`config.mk`:
```
export PLATFORM = sky130hd
export DESIGN_NAME = audio_mix_sequencer
export DESIGN_NICKNAME = d
export VERILOG_FILES = /design/src/rtl/audio_pkg.sv /design/src/rtl/mute_ramp.sv /design/src/rtl/audio_mix_sequencer.sv
export SDC_FILE = /design/constraint.sdc
export NUM_CORES = 1
export LEC_CHECK = 0
export CAP_MARGIN = 10
export CORE_AREA = 3 3 186 188
export DETAILED_ROUTE_END_ITERATION = 8
export DIE_AREA = 0 0 189 191
export GPL_TIMING_DRIVEN = 0
export PLACE_DENSITY = 0.66
export SETUP_SLACK_MARGIN = 0.4
export SYNTH_ARGS = -nofsm -noshare
export SYNTH_HDL_FRONTEND = slang
export SYNTH_SLANG_ARGS = --single-unit
```
`constraint.sdc`:
```
create_clock -name clk -period 7.8 [get_ports clk]
set_clock_uncertainty 0.2 [all_clocks]
set_input_delay 1.95 -clock clk [delete_from_list [all_inputs] [get_ports clk]]
set_output_delay 1.95 -clock clk [all_outputs]
set_load 0.02 [all_outputs]
```
`src/rtl/audio_pkg.sv`:
```
// Shared types and constants for the audio mixer sequencer and its mute ramp.
package audio_pkg;

    typedef enum logic [1:0] {
        S_IDLE   = 2'd0,
        S_ACCUM  = 2'd1,
        S_SCALE  = 2'd2,
        S_OUTPUT = 2'd3
    } mix_state_t;

    localparam logic [7:0] GAIN_UNITY = 8'h80;
    localparam int         LEVEL_MAX  = 256;
    localparam int         LEVEL_W    = 9;

    // True when a gain register index names an existing channel.
    function automatic logic addr_ok(input int unsigned idx, input int unsigned n);
        return idx < n;
    endfunction

endpackage

```
`src/rtl/mute_ramp.sv`:
```
// Click-free mute level: moves RAMP_STEP per frame towards LEVEL_MAX or 0 and clamps.
module mute_ramp
    import audio_pkg::*;
#(
    parameter int RAMP_STEP = 32
) (
    input  logic               clk,
    input  logic               rst_n,
    input  logic               step,
    input  logic               enable,
    output logic [LEVEL_W-1:0] level
);

    localparam logic [LEVEL_W:0] C_MAX  = (LEVEL_W + 1)'(LEVEL_MAX);
    localparam logic [LEVEL_W:0] C_STEP = (LEVEL_W + 1)'(RAMP_STEP);

    logic [LEVEL_W-1:0] r_level;
    logic [LEVEL_W:0]   w_up;
    logic [LEVEL_W-1:0] w_up_clamp;
    logic [LEVEL_W-1:0] w_down_clamp;

    // One spare bit so the upward sum cannot wrap before the clamp sees it.
    assign w_up         = {1'b0, r_level} + C_STEP;
    assign w_up_clamp   = (w_up > C_MAX) ? C_MAX[LEVEL_W-1:0] : w_up[LEVEL_W-1:0];
    assign w_down_clamp = ({1'b0, r_level} >= C_STEP) ? (r_level - C_STEP[LEVEL_W-1:0]) : '0;

    always_ff @(posedge clk or negedge rst_n) begin
        if (!rst_n) begin
            r_level <= '0;
        end else if (step) begin
            r_level <= enable ? w_up_clamp : w_down_clamp;
        end
    end

    assign level = r_level;

endmodule

```
`src/rtl/audio_mix_sequencer.sv`:
```
// Time-multiplexed audio mixer: per frame, snapshot channels, one shared MAC per step tick,
// saturate, apply the mute ramp level and present the result with a one-clock valid pulse.
module audio_mix_sequencer
    import audio_pkg::*;
#(
    parameter int NUM_CH    = 4,
    parameter int W         = 16,
    parameter int GW        = 8,
    parameter int RAMP_STEP = 32
) (
    input  logic                      clk,
    input  logic                      rst_n,
    input  logic                      clk_3MHz_en,
    input  logic                      clk_12KHz_en,
    input  logic [W-1:0]              ch_sample [NUM_CH],
    input  logic [NUM_CH-1:0]         ch_enable,
    input  logic                      sound_enable,
    input  logic                      gain_we,
    input  logic [$clog2(NUM_CH)-1:0] gain_addr,
    input  logic [GW-1:0]             gain_wdata,
    output logic [W-1:0]              out,
    output logic                      out_valid,
    output logic                      busy,
    output logic                      overrun,
    output mix_state_t                dbg_state
);

    localparam int CHW  = $clog2(NUM_CH);
    localparam int ACCW = W + GW + CHW;
    localparam int SCW  = W + LEVEL_W;

    mix_state_t         r_state, w_state_nxt;
    logic [GW-1:0]      r_gain      [NUM_CH];
    logic [GW-1:0]      r_snap_gain [NUM_CH];
    logic [W-1:0]       r_snap_sample [NUM_CH];
    logic [NUM_CH-1:0]  r_snap_en;
    logic               r_snap_snd;
    logic [ACCW-1:0]    r_acc;
    logic [CHW-1:0]     r_ch;
    logic [W-1:0]       r_mix;

    logic               w_snap, w_acc_step, w_scale_step, w_out_load, w_last_ch;
    logic [W-1:0]       w_sel_sample;
    logic [W+GW-1:0]    w_prod;
    logic [ACCW-1:0]    w_shift;
    logic [W-1:0]       w_mix_sat;
    logic [LEVEL_W-1:0] w_level;
    logic [SCW-1:0]     w_scaled_full;
    logic [W-1:0]       w_scaled;

    always_ff @(posedge clk or negedge rst_n) begin
        if (!rst_n) r_state <= S_IDLE;
        else        r_state <= w_state_nxt;
    end

    always_comb begin
        w_state_nxt = r_state;
        case (r_state)
            S_IDLE:   if (clk_12KHz_en)             w_state_nxt = S_ACCUM;
            S_ACCUM:  if (clk_3MHz_en && w_last_ch) w_state_nxt = S_SCALE;
            S_SCALE:  if (clk_3MHz_en)              w_state_nxt = S_OUTPUT;
            S_OUTPUT:                               w_state_nxt = S_IDLE;
            default:                                w_state_nxt = S_IDLE;
        endcase
    end

    always_comb begin
        w_snap       = (r_state == S_IDLE) && clk_12KHz_en;
        w_acc_step   = (r_state == S_ACCUM) && clk_3MHz_en;
        w_scale_step = (r_state == S_SCALE) && clk_3MHz_en;
        w_out_load   = (r_state == S_OUTPUT);
        busy         = (r_state != S_IDLE);
    end

    assign dbg_state = r_state;
    assign w_last_ch = (r_ch == CHW'(NUM_CH - 1));

    // Live gain registers; the running frame only ever reads its own snapshot.
    always_ff @(posedge clk or negedge rst_n) begin
        if (!rst_n) begin
            for (int i = 0; i < NUM_CH; i++) r_gain[i] <= GW'(GAIN_UNITY);
        end else if (gain_we && addr_ok(32'(gain_addr), NUM_CH)) begin
            r_gain[gain_addr] <= gain_wdata;
        end
    end

    // Single shared sample x gain multiplier, addressed by the channel counter.
    assign w_sel_sample = r_snap_en[r_ch] ? r_snap_sample[r_ch] : '0;
    assign w_prod       = {{GW{1'b0}}, w_sel_sample} * {{W{1'b0}}, r_snap_gain[r_ch]};

    assign w_shift   = r_acc >> (GW - 1);
    assign w_mix_sat = (|w_shift[ACCW-1:W]) ? '1 : w_shift[W-1:0];

    always_ff @(posedge clk or negedge rst_n) begin
        if (!rst_n) begin
            for (int i = 0; i < NUM_CH; i++) begin
                r_snap_sample[i] <= '0;
                r_snap_gain[i]   <= GW'(GAIN_UNITY);
            end
            r_snap_en  <= '0;
            r_snap_snd <= 1'b0;
            r_acc      <= '0;
            r_ch       <= '0;
            r_mix      <= '0;
        end else begin
            if (w_snap) begin
                r_snap_sample <= ch_sample;
                r_snap_gain   <= r_gain;
                r_snap_en     <= ch_enable;
                r_snap_snd    <= sound_enable;
                r_acc         <= '0;
                r_ch          <= '0;
            end else if (w_acc_step) begin
                r_acc <= r_acc + ACCW'(w_prod);
                r_ch  <= r_ch + CHW'(1);
            end
            if (w_scale_step) r_mix <= w_mix_sat;
        end
    end

    mute_ramp #(
        .RAMP_STEP (RAMP_STEP)
    ) u_mute_ramp (
        .clk    (clk),
        .rst_n  (rst_n),
        .step   (w_scale_step),
        .enable (r_snap_snd),
        .level  (w_level)
    );

    // Level is already updated by the time OUTPUT runs; 256 passes r_mix through exactly.
    assign w_scaled_full = {{LEVEL_W{1'b0}}, r_mix} * {{W{1'b0}}, w_level};
    assign w_scaled      = W'(w_scaled_full >> (LEVEL_W - 1));

    always_ff @(posedge clk or negedge rst_n) begin
        if (!rst_n) begin
            out       <= '0;
            out_valid <= 1'b0;
            overrun   <= 1'b0;
        end else begin
            out_valid <= w_out_load;
            if (w_out_load) out <= w_scaled;
            if (clk_12KHz_en && (r_state != S_IDLE)) overrun <= 1'b1;
        end
    end

endmodule

```
## Yosys cells after proc, flatten, opt, wreduce, memory -nomap -nowiden

Index checks and enable logic that the tools add are counted.

- Bits in registers: 206
- Input port bits: 84
- Output and inout port bits: 21
- Word-level logic and storage cells: 78

- Add/sub/neg operators: 4
- Multipliers: 2
- Magnitude comparators: 6
- Equality and inequality tests: 7
- Mux-type cells: 24
- Bitwise operators: 2
- Reduce and logical (&&, ||, !) cells: 11

Operator list:

| operator | number |
|---|---|
| 16-bit two-way mux | 4 |
| 26-bit two-way mux | 2 |
| 16-bit binary-select mux with 2-bit select | 1 |
| 32-bit bitwise mux | 1 |
| 9-bit two-way mux | 3 |
| 26-bit by 24-bit adder with 26-bit output | 1 |
| 16-bit by 8-bit multiplier with 24-bit output | 1 |
| 16-bit by 9-bit multiplier with 24-bit output | 1 |
| 8-bit two-way mux | 3 |
| 8-bit binary-select mux with 2-bit select | 1 |
| 8-bit demux with 2-bit select | 1 |
| 9-bit by 6-bit adder with 10-bit output (second input constant) | 1 |
| 10-bit by 9-bit > comparator with 1-bit output (second input constant) | 1 |
| 2-bit two-way mux | 5 |
| 9-bit by 6-bit >= comparator with 1-bit output (second input constant) | 1 |
| 9-bit by 6-bit subtractor with 9-bit output (second input constant) | 1 |
| 2-bit one-hot mux with 4 select lines | 1 |
| 2-bit == test (second input constant) | 3 |
| 3-bit >= comparator (second input constant) | 2 |
| 1-bit logical AND | 6 |
| 2-bit inequality test (second input constant) | 3 |
| 2-bit NOT with 3-bit output | 2 |
| 2-bit nonzero test | 2 |
| 2-bit by 3-bit less-than comparator with 1-bit output (second input constant) | 1 |
| other kinds (8) | 8 |

## Depth between registers and ports, before layout

- Depth in word-level cells: 9
- Gate-level depth with buffers: 22
- Gate-level depth less buffers: 19

## Hierarchy

From an unflattened synthesis, not the netlist that was laid out.

- Cell total of the unflattened synthesis: 1,886
- Area total of the unflattened synthesis: 17,317.9 um2

Modules (own cells, without submodules):

| module | instances | cells each | area each (um2) | seq. area each (um2) |
|---|---|---|---|---|
| audio_mix_sequencer | 1 | 1,839 | 16,935.0 | 4,939.7 |
| mute_ramp | 1 | 47 | 382.9 | 100.1 |

## Worst setup path before layout

No wires, ideal clock.

- Kind: reg-to-reg
- Start point: register r_ch[0]
- End point: register r_acc[24]
- Setup time: 0.133 ns
- Arrival time: 5.472 ns
- Data required time: 7.467 ns
- Path slack: 1.995 ns
- Cell stages (with the launch flop): 19
- Buffers on the path: 2
- Period minus slack after synthesis: 5.805 ns
- Path through: dfrtp_1 buf_2 buf_2 mux4_2 nand2_1 nor2_1 fa_1 fa_1 fa_1 inv_1 fa_1 inv_1 ha_1 and4_4 a221oi_4 a31oi_2 or2_4 a2111oi_4 a211oi_2

- Cells in the longest elaborated chain, start to end: 9
- Elaborated cells on any way between the ends: 14
- Those cells by class: 1 x add/sub; 1 x mul; 11 x mux; 1 x bitwise

RTL lines:

| what | line | text |
|---|---|---|
| start, declared | audio_mix_sequencer.sv:39 | `logic [CHW-1:0] r_ch;` |
| start signal, assigned | audio_mix_sequencer.sv:115 | `r_ch <= r_ch + CHW'(1);` |
| 2-bit NOT with 3-bit output (not written as such) | audio_mix_sequencer.sv:88, audio_mix_sequencer.sv:89 |  |
| 16-bit binary-select mux with 2-bit select | audio_mix_sequencer.sv:88 | `assign w_sel_sample = r_snap_en[r_ch] ? r_snap_sample[r_ch] : '0;` |
| 16-bit two-way mux (not written as such) (2 in series) | audio_mix_sequencer.sv:88 |  |
| 16-bit two-way mux | audio_mix_sequencer.sv:88 |  |
| 16-bit by 8-bit multiplier with 24-bit output * | audio_mix_sequencer.sv:89 | `assign w_prod = {{GW{1'b0}}, w_sel_sample} * {{W{1'b0}}, r_snap_gain[r_ch]};` |
| 26-bit by 24-bit adder with 26-bit output * | audio_mix_sequencer.sv:114 | `r_acc <= r_acc + ACCW'(w_prod);` |
| 26-bit two-way mux * | audio_mix_sequencer.sv:113 | `end else if (w_acc_step) begin` |
| 26-bit two-way mux * | audio_mix_sequencer.sv:106 | `if (w_snap) begin` |
| end signal, assigned | audio_mix_sequencer.sv:114 |  |
| end, declared | audio_mix_sequencer.sv:38 | `logic [ACCW-1:0] r_acc;` |

Mark *: on every way between the ends. The rest lies on a longest branch, timed or not. The select of a mux whose other input is x is not followed.
A chain may end at the register's enable or synchronous reset.

## Final worst setup path

- Start point: register r_ch[1]
- End point: register r_acc[24]

Same word-level chain as after synthesis.

==> results by group <==
Min path
  • Hold depth: 2
  • Hold Crit Class: reg -> reg
  • Hold endpoint: r_snap_gain[7]
  • Hold path start: r_gain[7]

Route
  • Routed Wire Length: 42400 um
  • Routed len/inst: 17.3 um
  • Via/cell ratio: 5.28
  • Via count of the routed design: around 13000
  • Post-DRT Antenna Nets: 0
  • DRC: 0
  • Initial DRC Count: 662
  • Drt pass-1 iters: 6

Setup path
  • R2R setup slack: 1110 ps
  • CP top delay family: adder cells
  • CP bufs+invs: 5
  • CP arrival: 6890 ps
  • Critical register-to-register path endpoint: r_acc[24]
  • Critical path launch point type: flop
  • Critical path type: reg -> reg
  • Most used cell, CP: fa_1
  • Crit path cell chain: buf_2 -> buf_2 -> mux2_2 -> o21ai_1 -> buf_2 -> nor2_1 -> fa_1 -> fa_1 -> fa_1 -> inv_1 -> fa_1 -> inv_1 -> ha_1 -> and4_4 -> a221oi_4 -> a31oi_2 -> or2_4 -> a2111oi_4 -> a211oi_2
  • Worst r2r src: r_ch[1]
  • Required time of the worst setup path: roughly 8000 ps
  • CP startpoint: r_ch[1]
  • Slowest-stage cell, CP: o21ai_1
  • Nature of the critical path endpoint: flop
  • Crit-path max FO: 10
  • R2R cell count: 19
  • Worst path max stage delay: 580 ps

Timing
  • Worst hold slack: 254 ps
  • Final hold violation count: 0
  • F_max: ~150 MHz
  • Setup Viol. Count Final: 0
  • Fin crit period: 6690 ps
  • Slew @ Worst Pin: 875 ps
  • Normalized max-slew margin: 0.417
  • Final setup TNS: 0 ps
  • Fin crit share: 0.857
  • RSZ-0062 raised after global routing: no
  • Final max-slew violation count: 0

Placed design
  • Detail Placement HPWL: 34000 um
  • Count of buffers from port buffering: 104
  • Routability cong.: about 0.97

Yosys
  • Register area share after synthesis: 0.304
  • Cells after Synth: 1807
  • Yosys reg bits: 201
  • Post-synth ARST share: 1.00
  • Post-synth top flop: dfrtp_1
  • Synth Cell Area: 16600 um^2
  • Syn avg cell area: just over 9 um^2
  • Synth cell types: 77
  • Number of synthesized flops with an enable pin: 0
  • Yosys warns: 0

Clock tree
  • Setup Fix Bufs, Post-CTS: 0
  • Post-CTS Resized: 0
  • CTS max path bufs: 3
  • CTS buffer count: 23
  • Worst-skew pair later-pin latency: 520 ps
  • Post-CTS Hold Fix Bufs: 0
  • Clock net sink count: 201
  • CTS tree: done
  • H-tree depth: 1
  • Root Buffer: clkbuf_16
  • Worst-path clk slew: 70 ps

Die
  • Initial Util: 0.497
  • Chip width: 189 um
  • IO Pins: 105
  • Die height: 191 um
  • Row count: 67
  • Die area: 36100 um^2
  • Core area: 33300 um^2

Global route
  • Gr ovfl total: 0
  • Global-route wire length before repair: 70100 um
  • Antenna violations before repair: 0
  • Largest net degree at the start of global routing: 110
  • Vias in the first global route: around 13000
  • GRT Overall Usage: 0.243

Cells and area
  • Antenna cells: 0
  • Nets: 2331
  • Fillers: 3079
  • Layout area overhead: 15.5%
  • Share of cells above drive strength 1: 0.0811

Status
  • Status: finished, final reports clean

Flow run
  • MaxCap Viol Count: 0
[metal layers]
metal | GRT usage | vias up | wire length (um)
met5 | 0 | - | 0
met4 | 0.0788 | 0 | 1500
met3 | 0.0273 | 79 | 2110
met2 | 0.419 | 356 | 20600
met1 | 0.321 | 6389 | 18200
li1 | - | 6092 | -
[kinds of logic (layout without fill, tap and decap cells)]
logic type,count (synthesis),in the layout,share of synthesized area
XOR/XNOR,20,20,0.0106
AND/OR/NAND/NOR,700,700,0.181
AO/OA/AOI/OAI,213,213,0.0902
flip-flops,201,201,0.304
buffers and inverters,329,475,0.0774
other,2,46,0.000454
adder cells (fa/ha/maj),266,266,0.274
multiplexers,76,76,0.0624
[state kept, by name, indices dropped and copies added (netlist names)]
signal and count:
out 16, r_snap_en 4, r_snap_gain 32, r_snap_sample 64
overrun 1, r_ch 2, dbg_state 2, r_gain 32
r_mix 16, out_valid 1, r_acc 26, r_snap_snd 1
u_mute_ramp.level 4
[how the worst max path moves through the flow]
stage / end / depth (start not counted)
2_1_floorplan: r_acc[24] / 18
3_3_place_gp: r_acc[23] / 1
3_5_place_dp: r_acc[24] / 19
4_1_cts: r_acc[24] / 19
5_1_grt: r_acc[24] / 19
6_report: r_acc[24] / 19
[area by class of cell]
| type | count | area (um^2) | area share |
|---|---|---|---|
| clock inverters | 10 | 111 | 0.00582 |
| multi-input cells | 1321 | 10400 | 0.544 |
| repair buffers | 105 | 1070 | 0.0561 |
| inverters | 252 | 946 | 0.0495 |
| flip-flops and latches | 201 | 5040 | 0.264 |
| clock buffers | 31 | 656 | 0.0343 |
| well taps | 448 | 561 | 0.0293 |
| plain buffers | 77 | 335 | 0.0175 |
[cells in the final DEF, fill, tap and decap left out, drive strengths merged, types with 6 or more instances in the layout]
master	count
nand2	452
inv	253
dfrtp	193
fa	160
nor2	110
ha	106
clkdlybuf4s50	103
clkbuf	83
mux2	48
a21oi	48
o21ai	47
conb	46
nand3	38
buf	27
a21o	23
and2	21
mux4	17
o22a	16
nor3	15
xnor2	13
a31oi	13
a211oi	13
mux2i	11
and3	9
dfstp	8
nand4	8
xor2	7
or2	7
o211ai	6
nor2b	6
o31ai	6
[per-stage QoR]
stage | utilization | std cells | area (um^2) | setup WS, ps
floorplan | - | 1851 | 16700 | 2000
global placement | 0.550 | 2403 | 18300 | -3890
detailed placement | 0.551 | 2404 | 18400 | 1110
CTS | 0.574 | 2445 | 19100 | 1120
global route | 0.574 | 2445 | 19100 | 874
finish | 0.574 | 2445 | 19100 | 1110
[cell usage after synthesis, types with 3 or more instances]
library cell,n,area share
clkbuf_1,52,0.012
fa_1,160,0.19
o21ai_1,14,0.0042
or4_1,4,0.0018
a211o_1,3,0.0016
dfstp_2,8,0.013
nor2_1,110,0.025
nor4b_1,3,0.0016
nor3_1,15,0.0045
a31oi_1,12,0.0045
inv_1,252,0.057
ha_1,106,0.080
and2_1,21,0.0079
mux4_2,17,0.023
nand3b_1,5,0.0023
o211ai_1,6,0.0027
and3_1,9,0.0034
a211oi_1,11,0.0050
nand4_1,7,0.0026
nor2b_1,6,0.0023
a31o_1,4,0.0021
or2_2,6,0.0023
or3_1,5,0.0019
xor2_1,7,0.0037
o31ai_1,6,0.0027
nand3_1,37,0.011
buf_2,19,0.0057
mux2_2,48,0.033
mux2i_1,11,0.0067
dfrtp_1,193,0.29
o22a_1,16,0.0085
nor4_1,3,0.0011
o21a_1,4,0.0018
a21oi_1,46,0.014
xnor2_1,13,0.0069
o21bai_1,5,0.0023
o2111ai_1,3,0.0016
o21ai_0,32,0.0097
a21o_1,23,0.010
nand2_1,451,0.10
nand2b_1,5,0.0019
[worst min-delay path, stage by stage (launching register included)]
cell and delay (ps):
dfstp_2 370, nand2_1 50, nand2_1 40
Power is not shown: default switching activity piles up to over one toggle a cycle in this logic, so the estimate is an artifact.
